### src/rtl/rx_bit_sequencer.sv
// 8N1 UART receive sequencer: synchronizes rx, samples at mid-bit and holds the last good byte.
// Consumer handshake is data_valid/rd_ack; overrun and frame_err flag lost and malformed bytes.
module rx_bit_sequencer #(
  parameter int BIT_CLKS = 10402
) (
  input  logic       clk,
  input  logic       reset,
  input  logic       rx,
  input  logic       rd_ack,
  output logic [7:0] data,
  output logic       data_valid,
  output logic       overrun,
  output logic       frame_err,
  output logic       busy
);

  localparam int CW = $clog2(BIT_CLKS);
  localparam logic [CW-1:0] HALF_M1 = CW'(BIT_CLKS / 2 - 1);
  localparam logic [CW-1:0] BIT_M1  = CW'(BIT_CLKS - 1);

  localparam logic [2:0] S_IDLE  = 3'd0;
  localparam logic [2:0] S_START = 3'd1;
  localparam logic [2:0] S_DATA  = 3'd2;
  localparam logic [2:0] S_STOP  = 3'd3;
  localparam logic [2:0] S_BREAK = 3'd4;

  logic          sync1_q, rx_s_q;
  logic [2:0]    state_q, state_d;
  logic [CW-1:0] cnt_q, cnt_d;
  logic [2:0]    bit_idx_q, bit_idx_d;
  logic [7:0]    shift_q, shift_d;
  logic [7:0]    data_q, data_d;
  logic          dv_q, dv_d;
  logic          ovr_q, ovr_d;
  logic          ferr_q, ferr_d;
  logic          byte_done;

  always_comb begin
    state_d   = state_q;
    cnt_d     = cnt_q;
    bit_idx_d = bit_idx_q;
    shift_d   = shift_q;
    data_d    = data_q;
    dv_d      = dv_q;
    ovr_d     = ovr_q;
    ferr_d    = 1'b0;
    byte_done = 1'b0;

    case (state_q)
      S_IDLE: begin
        if (!rx_s_q) begin
          state_d = S_START;
          cnt_d   = '0;
        end
      end
      S_START: begin
        // Start bit must still be low at its centre, otherwise it was a glitch.
        if (cnt_q == HALF_M1) begin
          cnt_d = '0;
          if (!rx_s_q) begin
            state_d   = S_DATA;
            bit_idx_d = 3'd0;
          end else begin
            state_d = S_IDLE;
          end
        end else begin
          cnt_d = cnt_q + 1'b1;
        end
      end
      S_DATA: begin
        if (cnt_q == BIT_M1) begin
          cnt_d     = '0;
          shift_d   = {rx_s_q, shift_q[7:1]};
          bit_idx_d = bit_idx_q + 3'd1;
          if (bit_idx_q == 3'd7) state_d = S_STOP;
        end else begin
          cnt_d = cnt_q + 1'b1;
        end
      end
      S_STOP: begin
        if (cnt_q == BIT_M1) begin
          cnt_d = '0;
          if (rx_s_q) begin
            byte_done = 1'b1;
            state_d   = S_IDLE;
          end else begin
            ferr_d  = 1'b1;
            state_d = S_BREAK;
          end
        end else begin
          cnt_d = cnt_q + 1'b1;
        end
      end
      S_BREAK: begin
        if (rx_s_q) state_d = S_IDLE;
      end
      default: state_d = S_IDLE;
    endcase

    // A completing byte wins over an acknowledge; an ack on that edge only suppresses overrun.
    if (byte_done) begin
      data_d = shift_q;
      dv_d   = 1'b1;
      ovr_d  = dv_q ? ~rd_ack : ovr_q;
    end else if (rd_ack && dv_q) begin
      dv_d  = 1'b0;
      ovr_d = 1'b0;
    end
  end

  always_ff @(posedge clk or posedge reset) begin
    if (reset) begin
      sync1_q   <= 1'b1;
      rx_s_q    <= 1'b1;
      state_q   <= S_IDLE;
      cnt_q     <= '0;
      bit_idx_q <= 3'd0;
      shift_q   <= 8'h00;
      data_q    <= 8'h00;
      dv_q      <= 1'b0;
      ovr_q     <= 1'b0;
      ferr_q    <= 1'b0;
    end else begin
      sync1_q   <= rx;
      rx_s_q    <= sync1_q;
      state_q   <= state_d;
      cnt_q     <= cnt_d;
      bit_idx_q <= bit_idx_d;
      shift_q   <= shift_d;
      data_q    <= data_d;
      dv_q      <= dv_d;
      ovr_q     <= ovr_d;
      ferr_q    <= ferr_d;
    end
  end

  assign data       = data_q;
  assign data_valid = dv_q;
  assign overrun    = ovr_q;
  assign frame_err  = ferr_q;
  assign busy       = (state_q != S_IDLE);

endmodule

### config.mk
export PLATFORM = sky130hd
export DESIGN_NAME = rx_bit_sequencer
export DESIGN_NICKNAME = d
export VERILOG_FILES = /design/src/rtl/rx_bit_sequencer.sv
export SDC_FILE = /design/constraint.sdc
export NUM_CORES = 1
export LEC_CHECK = 0
export CORE_MARGIN = 2
export CORE_UTILIZATION = 45
export DETAILED_ROUTE_END_ITERATION = 6
export PLACE_DENSITY = 0.76
export SYNTH_ARGS = -nofsm -noshare
export SYNTH_HDL_FRONTEND = slang
export SYNTH_SLANG_ARGS = --single-unit
### constraint.sdc
create_clock -name clk -period 4 [get_ports clk]
set_input_delay 0.4 -clock clk [delete_from_list [all_inputs] [get_ports clk]]
set_output_delay 0.4 -clock clk [all_outputs]
set_load 0.005 [all_outputs]
Yosys cells after proc, flatten, opt, wreduce, memory -nomap -nowiden. Index checks and enable logic that the tools add are counted.

Output and inout port bits: 12. Register bits after elaboration: 41.

Bitwise operators: 1. Equal/unequal tests: 15. Mux-type cells: 27. Reductions and logical operators: 12. Add/subtract/negate cells: 2.

Operators with widths (number): two-way mux 14 bit (3); case mux 14 bit (3 select lines) (1); two-way mux 3 bit (10); != test 2 bit, second input constant (8); case mux 3 bit (5 select lines) (1); adder 14 x 1 -> 14 bit, second input constant (1); equality test 14 x 13 -> 1 bit, second input constant (1); equality test 14 bit, second input constant (1); two-way mux 1 bit (10); equality test 3 x 2 -> 1 bit, second input constant (2); equality test 3 bit, second input constant (2); case mux 3 bit (2 select lines) (1); AND reduction 2 bit (3); AND reduction 6 bit (1); nonzero test 3 bit (2); AND reduction 4 bit (1); nonzero test 2 bit (2); adder 3 x 1 -> 3 bit, second input constant (1); equality test 3 x 1 -> 1 bit, second input constant (1); zero test 3 bit (1); two-way mux 2 bit (1); OR reduction 2 bit (1); logical AND 1 bit (1); NOT 1 bit (1).

Longest topological paths before layout. Gate-level depths: netlist of run 1.

Word-level depth: 5. Gate-level depth with buffers: 9.

Worst setup path before layout of run 1. OpenSTA, ideal clock, no wires.

Path kind: flip-flop to flip-flop. Start: register cnt_q[2]. End: register data_q[0] (netlist: data[0]). Setup slack: 2.195 ns. Cell stages (with the launch flop): 7. Buffers on the path: 2. Arrival time: 1.681 ns. Setup time: 0.125 ns. Cell sequence: dfrtp_1 > nor4_2 > and4b_1 > buf_4 > and3_1 > buf_4 > mux2_2.

Longest elaborated chain between the ends: 3.

Ends and longest elaborated chain: start, declared (line 29) `logic [CW-1:0] cnt_q, cnt_d;`; start signal, assigned (line 127) `cnt_q <= cnt_d;`; equality test 14 bit (line 81) `if (cnt_q == BIT_M1) begin`; two-way mux 1 bit (line 81); two-way mux 1 bit (line 49) `case (state_q)`; end signal, assigned (line 130) `data_q <= data_d;`; end, declared (line 32) `logic [7:0] data_q, data_d;`.

No other way between the ends. A chain may end at the register's enable or synchronous reset.

Worst setup path in the final report of run 1.
Start: register cnt_q[0]. End: register cnt_q[12].

Longest elaborated chain between the ends: 3.

Ends and longest elaborated chain (line): adder 14 x 1 -> 14 bit (tied with other cells) (67, 77, 91); two-way mux 14 bit (on tied branches) (71, 81, 58); case mux 14 bit (3 select lines) * (49).

Every way passes the cells marked *; elsewhere a longest branch is shown, timed or not.

==> metrics.cfg, run 1 <==
[run_status]
status=complete, no violations

[power_and_ir_drop]
p_switching_mw=0.159
comb_power_share_pct=1.9
power_density_mw_per_mm2=311
p_seq_share_pct=59.4
switching_share_pct=22.7
p_clk_share_pct=38.7
peakVddDrop_mv=0.224
leakage_nw=1.09
p_int_mw=0.543

[flow_run]
max_cap_viol_count=0

[synthesis]
postSynthAreaPerCell_sq_um=11.0
synthesis.nets=189
yosysSeqAreaShare_pct=51.7
synthDistinctLibCells=39
async_reset_ff_share_pct=100
postSynthCellCount=180
ys_ff_latch=41
synth_warnings=0
synth-edff-count=0
synthFlopType=dfrtp_1
syn_area_sq_mm=0.00199

[finish]
fillers=387
instances_no_fill=250
seq_area_sq_mm=0.00103
diodes=0
area_delta_synth_final_pct=13.5
nNetsFinal=206
multi_input_area_sq_um=880
drive_above_1_share_pct=16.2

[grt]
grt_overflow_total=0
track_usage_pct=16.1
grt_pass1_vias=1376
antenna_found_initial=0
grt_max_degree=27
grt_pass1_wl_microns=6230

[timing]
finalSetupViolCount=0
fin_skew_ps=9.64
fin_ws_ps=1730
rsz0062_at_grt=no
fin_crit_sh_pct=56.8
worstMarginPinSlew_ps=956
maxSlewViolCount=0
setup_tns_ps=0
slew_headroom_pct=36.2
hold_viol_final=0
clock.fmax_mhz=440
min_period_ps=2270

[clock_network]
htree_levels=2
holdBufCountCts=0
clock_latency_ps=300
path_clk_slew_ps=80
post_cts_resized=0
cts.sinks=41
cts_buffers=5
post_cts_buffers=0
root_buffer=clkbuf_8
ctsLongestPathBuffers=2
cts_tree=yes

[detailed_routing]
post-route-drc-count=0
viasPerCell=5.65
wl_microns=3500
drt_iter0_drc=101
post_drt_wl_per_cell_microns=14.0
ant_nets=0
firstDrtPassIters=4
vias=1412

[place]
dp_slack_ps=1720
gp_congestion=0.757
place_hpwl_microns=2420
io_buffers=15
dp.cells=242

[critical_path]
critical_path_arrival_ps=2490
cpPeakStageDelay_ps=770
critical_path_class=flop to flop
critical_path.top_delay_family=compound AO/OA/AOI/OAI gates
cp_cell_sequence=inv_1, ha_1, nor4b_1, and4_4, o32ai_4, a41oi_1, a31oi_1
cp-start-kind=flop
required_ps=4220
path_buf_inv=1
endpoint_kind=flop
cp_slowest_cell=o32ai_4
crit_path_max_fanout=26

[worst_hold_path]
min_path_type=flop to flop

[floorplanning]
dieWidth_microns=70.5
fp.coreArea_sq_mm=0.00429
fp.dieArea_sq_mm=0.00497
num_io_pins=16
rows=24
initial_core_util_pct=46.3
die_y_microns=70.5

-- cell families after synthesis --
| family | after synthesis | share of synthesized area [%] |
|---|---|---|
| flip-flops | 41 | 51.7 |
| AND/OR/NAND/NOR | 62 | 17.6 |
| AO/OA/AOI/OAI | 37 | 12.9 |
| buffers and inverters | 16 | 4.03 |
| adder cells (fa/ha/maj) | 5 | 3.15 |
| multiplexers | 19 | 10.6 |
-- routing by layer --
layer,part of all wire (%),wire length [microns],GRT usage (%),up-vias
li1,-,-,-,682
met1,47,1650,20.6,697
met2,48,1680,25.4,27
met3,2.9,103,4.33,6
met4,1.8,64,7.48,0
met5,0,0,0,-
-- final timing paths --
check / startpoint / endpoint / slack (ps) / cells after the start
max: cnt_q[0] / cnt_q[12] / 1730 / 7
min: sync1_q / rx_s_q / 360 / 0
max reg2reg: cnt_q[0] / cnt_q[12] / 1730 / 7
min reg2reg: sync1_q / rx_s_q / 360 / 0
max in group asynchronous: reset / rx_s_q / 2530 / 3
min in group asynchronous: reset / data[7] / 620 / 2
-- area by class of cell --
type | count | area share, %
flip-flops and latches | 41 | 45.6
multi-input cells | 123 | 39.0
repair buffers | 16 | 6.99
clock buffers | 6 | 3.22
well taps | 52 | 2.88
inverters | 10 | 1.66
clock inverters | 2 | 0.666
-- metrics by stage --
stage               cell area, sq um  util [%]  hold WS, ps  power, mW
finish                          2260      52.5          359      0.702
detailed placement              2170      50.5          347      0.440
global placement                2170      50.5          347      0.439
floorplan                       1990         -          345      0.433
CTS                             2260      52.5          360      0.709
global route                    2260      52.5          375      0.732
-- cells in the mapped netlist, types with 2 or more instances --
cell type	number	share of area, %
nor2_1	14	2.6
a22o_1	2	0.88
nand3_1	9	2.3
a31oi_1	6	1.9
dfrtp_1	39	49
mux2_2	17	9.6
a21oi_1	12	3.0
inv_1	10	1.9
dfstp_2	2	2.6
and2_1	2	0.63
buf_4	3	1.1
nand3b_1	3	1.1
nand4_1	3	0.94
o21ai_1	2	0.50
nand2_1	11	2.1
a21o_1	3	1.1
o21ai_0	6	1.5
ha_1	5	3.1
mux2i_1	2	1.0
nor4b_1	2	0.88
nand2b_1	4	1.3
and3_1	4	1.3
and3b_1	3	1.3
-- cell usage in the layout, fill, tap and decap left out, drive strengths merged --
cell type and instances:
a21o 3, ha 5, nor4 1, and2 2, a31oi 6, and4b 1
a22oi 1, clkbuf 6, mux2 17, o32ai 1, clkinvlp 2, nor2 14
or3 1, clkdlybuf4s50 15, and3b 3, nor4b 2, dfstp 2, and3 4
o21ai 8, nand2b 4, buf 1, and4 1, a211o 1, nor3b 1
o311ai 1, mux2i 2, nand3b 3, a21oi 12, inv 10, dfrtp 39
nand3 10, a41oi 1, nand2 11, a22o 2, nor3 1, a32o 1
nand4 3
-- state kept, by name (all words and copies together), names as in the netlist --
name        cells
cnt_q          14
rx_s_q          1
data_valid      1
frame_err       1
sync1_q         1
overrun         1
state_q         3
data            8
shift_q         8
bit_idx_q       3
-- power groups by stage --
stage	clock network [mW]	registers (mW)	logic, mW
detailed placement	0	0.425	0.0144
global placement	0	0.425	0.0141
CTS	0.278	0.417	0.0145
finish	0.272	0.417	0.0136
global route	0.299	0.417	0.0162
floorplan	0	0.425	0.00783
No activity file was read; power rests on OpenSTA's default activity.
==> run 2, diff against run 1 <==
==> constraint.sdc (replaced) <==
create_clock -name clk -period 2.2 [get_ports clk]
set_input_delay 0.22 -clock clk [delete_from_list [all_inputs] [get_ports clk]]
set_output_delay 0.22 -clock clk [all_outputs]
set_load 0.005 [all_outputs]
==> run 2 against run 1 <==
Net effect:
- first-iteration DRC count down 34%
- flip-flop and latch count is the same
- sequential power grew 82%
- routed wire length up 1.9%
- combinational power up 79%
- maximum frequency grew 9.9%
- global-route usage about the same
- die area unchanged
- non-clock buffer count is 7 higher
==> metrics.cfg, run 2 (synthesis results as in run 1) <==
[grt]
grt_pass1_vias=1361
track_usage_pct=16.1
grt_pass1_wl_microns=6280
antenna_found_initial=0
grt_overflow_total=0
grt_max_degree=42

[place]
io_buffers=15
place_hpwl_microns=2450
gp_congestion=0.808
dp_slack_ps=152
place_area_sq_mm=0.00222

[timing]
finalSetupViolCount=0
rsz0062_at_grt=no
setup_tns_ps=0
fin_crit_sh_pct=93.9
hold_viol_final=0
maxSlewViolCount=0
worstMarginPinSlew_ps=611
slew_headroom_pct=59.3
hold_slack_ps=330
min_period_ps=2070
clock.fmax_mhz=484
fin_skew_ps=10.1
fin_ws_ps=135

[detailed_routing]
wl_microns=3560
post_drt_wl_per_cell_microns=13.9
post-route-drc-count=0
vias=1416
ant_nets=0
viasPerCell=5.51
firstDrtPassIters=4
drt_iter0_drc=67

[power_and_ir_drop]
power_mw=1.39
switching_share_pct=20.3
p_seq_share_pct=54.7
p_clk_share_pct=43.5
p_switching_mw=0.281
leakage_nw=1.14
p_int_mw=1.10
peakVddDrop_mv=0.353
power_density_mw_per_mm2=594
comb_power_share_pct=1.8

[finish]
drive_above_1_share_pct=19.5
layout_common_cells=dfrtp_1 (38), mux2_2 (17), clkdlybuf4s50_1 (15)
top_register=cnt_q
largest_register_ff_count=14
fin_area_sq_mm=0.00233
area_delta_synth_final_pct=17.4
nNetsFinal=213
diodes=0
final_common_cell=dfrtp_1
fillers=366

[critical_path]
required_ps=2390
endpoint_kind=flop
critical_path_arrival_ps=2250
cp-start-kind=flop
crit_path_max_fanout=10
critical_path_class=flop to flop

[floorplanning]
dieWidth_microns=70.5
rows=24
initial_core_util_pct=46.3
num_io_pins=16
fp.coreArea_sq_mm=0.00429
fp.dieArea_sq_mm=0.00497
die_y_microns=70.5

[clock_network]
ctsLongestPathBuffers=2
holdBufCountCts=0
post_cts_buffers=0
cts.sinks=41
htree_levels=2
cts_tree=yes
cts_buffers=5
clock_latency_ps=300
path_clk_slew_ps=80
post_cts_resized=0
root_buffer=clkbuf_8

[flow_run]
max_cap_viol_count=0

[worst_hold_path]
min_path_type=input pin to flop

[run_status]
status=complete, no violations

## run 2: cell count changes in the layout (fill, tap and decap cells not counted)
cell and delta:
buf_4 +7, bufinv_16 +1, clkinv_4 +1, clkinvlp_4 -2, dfrtp_1 -1, dfrtp_2 +1
## run 2: final cells by class
cell class                 count  area, sq um  area share, %
sequential                    41         1030           44.1
multi-input combinational    123          880           37.7
timing repair buffer          23          210           9.01
clock buffer                   6         72.6           3.11
tap                           52         65.1           2.79
clock inverter                 2         38.8           1.66
inverter                      10         37.5           1.61
## run 2: routing by layer
metal / track usage (%) / wire (microns) / share of wire [%] / vias up
met5: 0 / 0 / 0 / -
met4: 7.69 / 68 / 1.9 / 0
met3: 2.60 / 84 / 2.4 / 7
met2: 25.8 / 1720 / 48 / 22
met1: 21.3 / 1690 / 47 / 686
li1: - / - / - / 701
## run 2: power groups by stage
stage,sequential (mW),combinational (mW),clock [mW]
2_1_floorplan,0.772,0.0142,0
3_3_place_gp,0.773,0.0256,0
3_5_place_dp,0.773,0.0256,0
4_1_cts,0.758,0.0255,0.614
5_1_grt,0.759,0.0287,0.649
6_report,0.758,0.0244,0.603
## run 2: through the flow
stage | utilization (%) | instances
CTS | 54.3 | 257
detailed placement | 51.7 | 249
floorplan | - | 180
global route | 54.3 | 257
global placement | 51.7 | 249
finish | 54.3 | 257
## run 2: path summary, 6_finish.rpt
path | startpoint | endpoint | slack (ps) | cells past startpoint
max | cnt_q[1] | data[7] | 130 | 7
min in group asynchronous | reset | shift_q[6] | 340 | 3
max in group asynchronous | reset | sync1_q | 1490 | 3
max reg2reg | cnt_q[1] | data[7] | 130 | 7
min reg2reg | sync1_q | rx_s_q | 360 | 0
min | rx | sync1_q | 330 | 1
## run 2: critical path: stages, from the launching register on
cell,delay [ps]
dfrtp_1,420
inv_1,100
ha_1,140
and3b_1,150
and4b_1,390
and3_1,220
buf_4,180
mux2_2,350
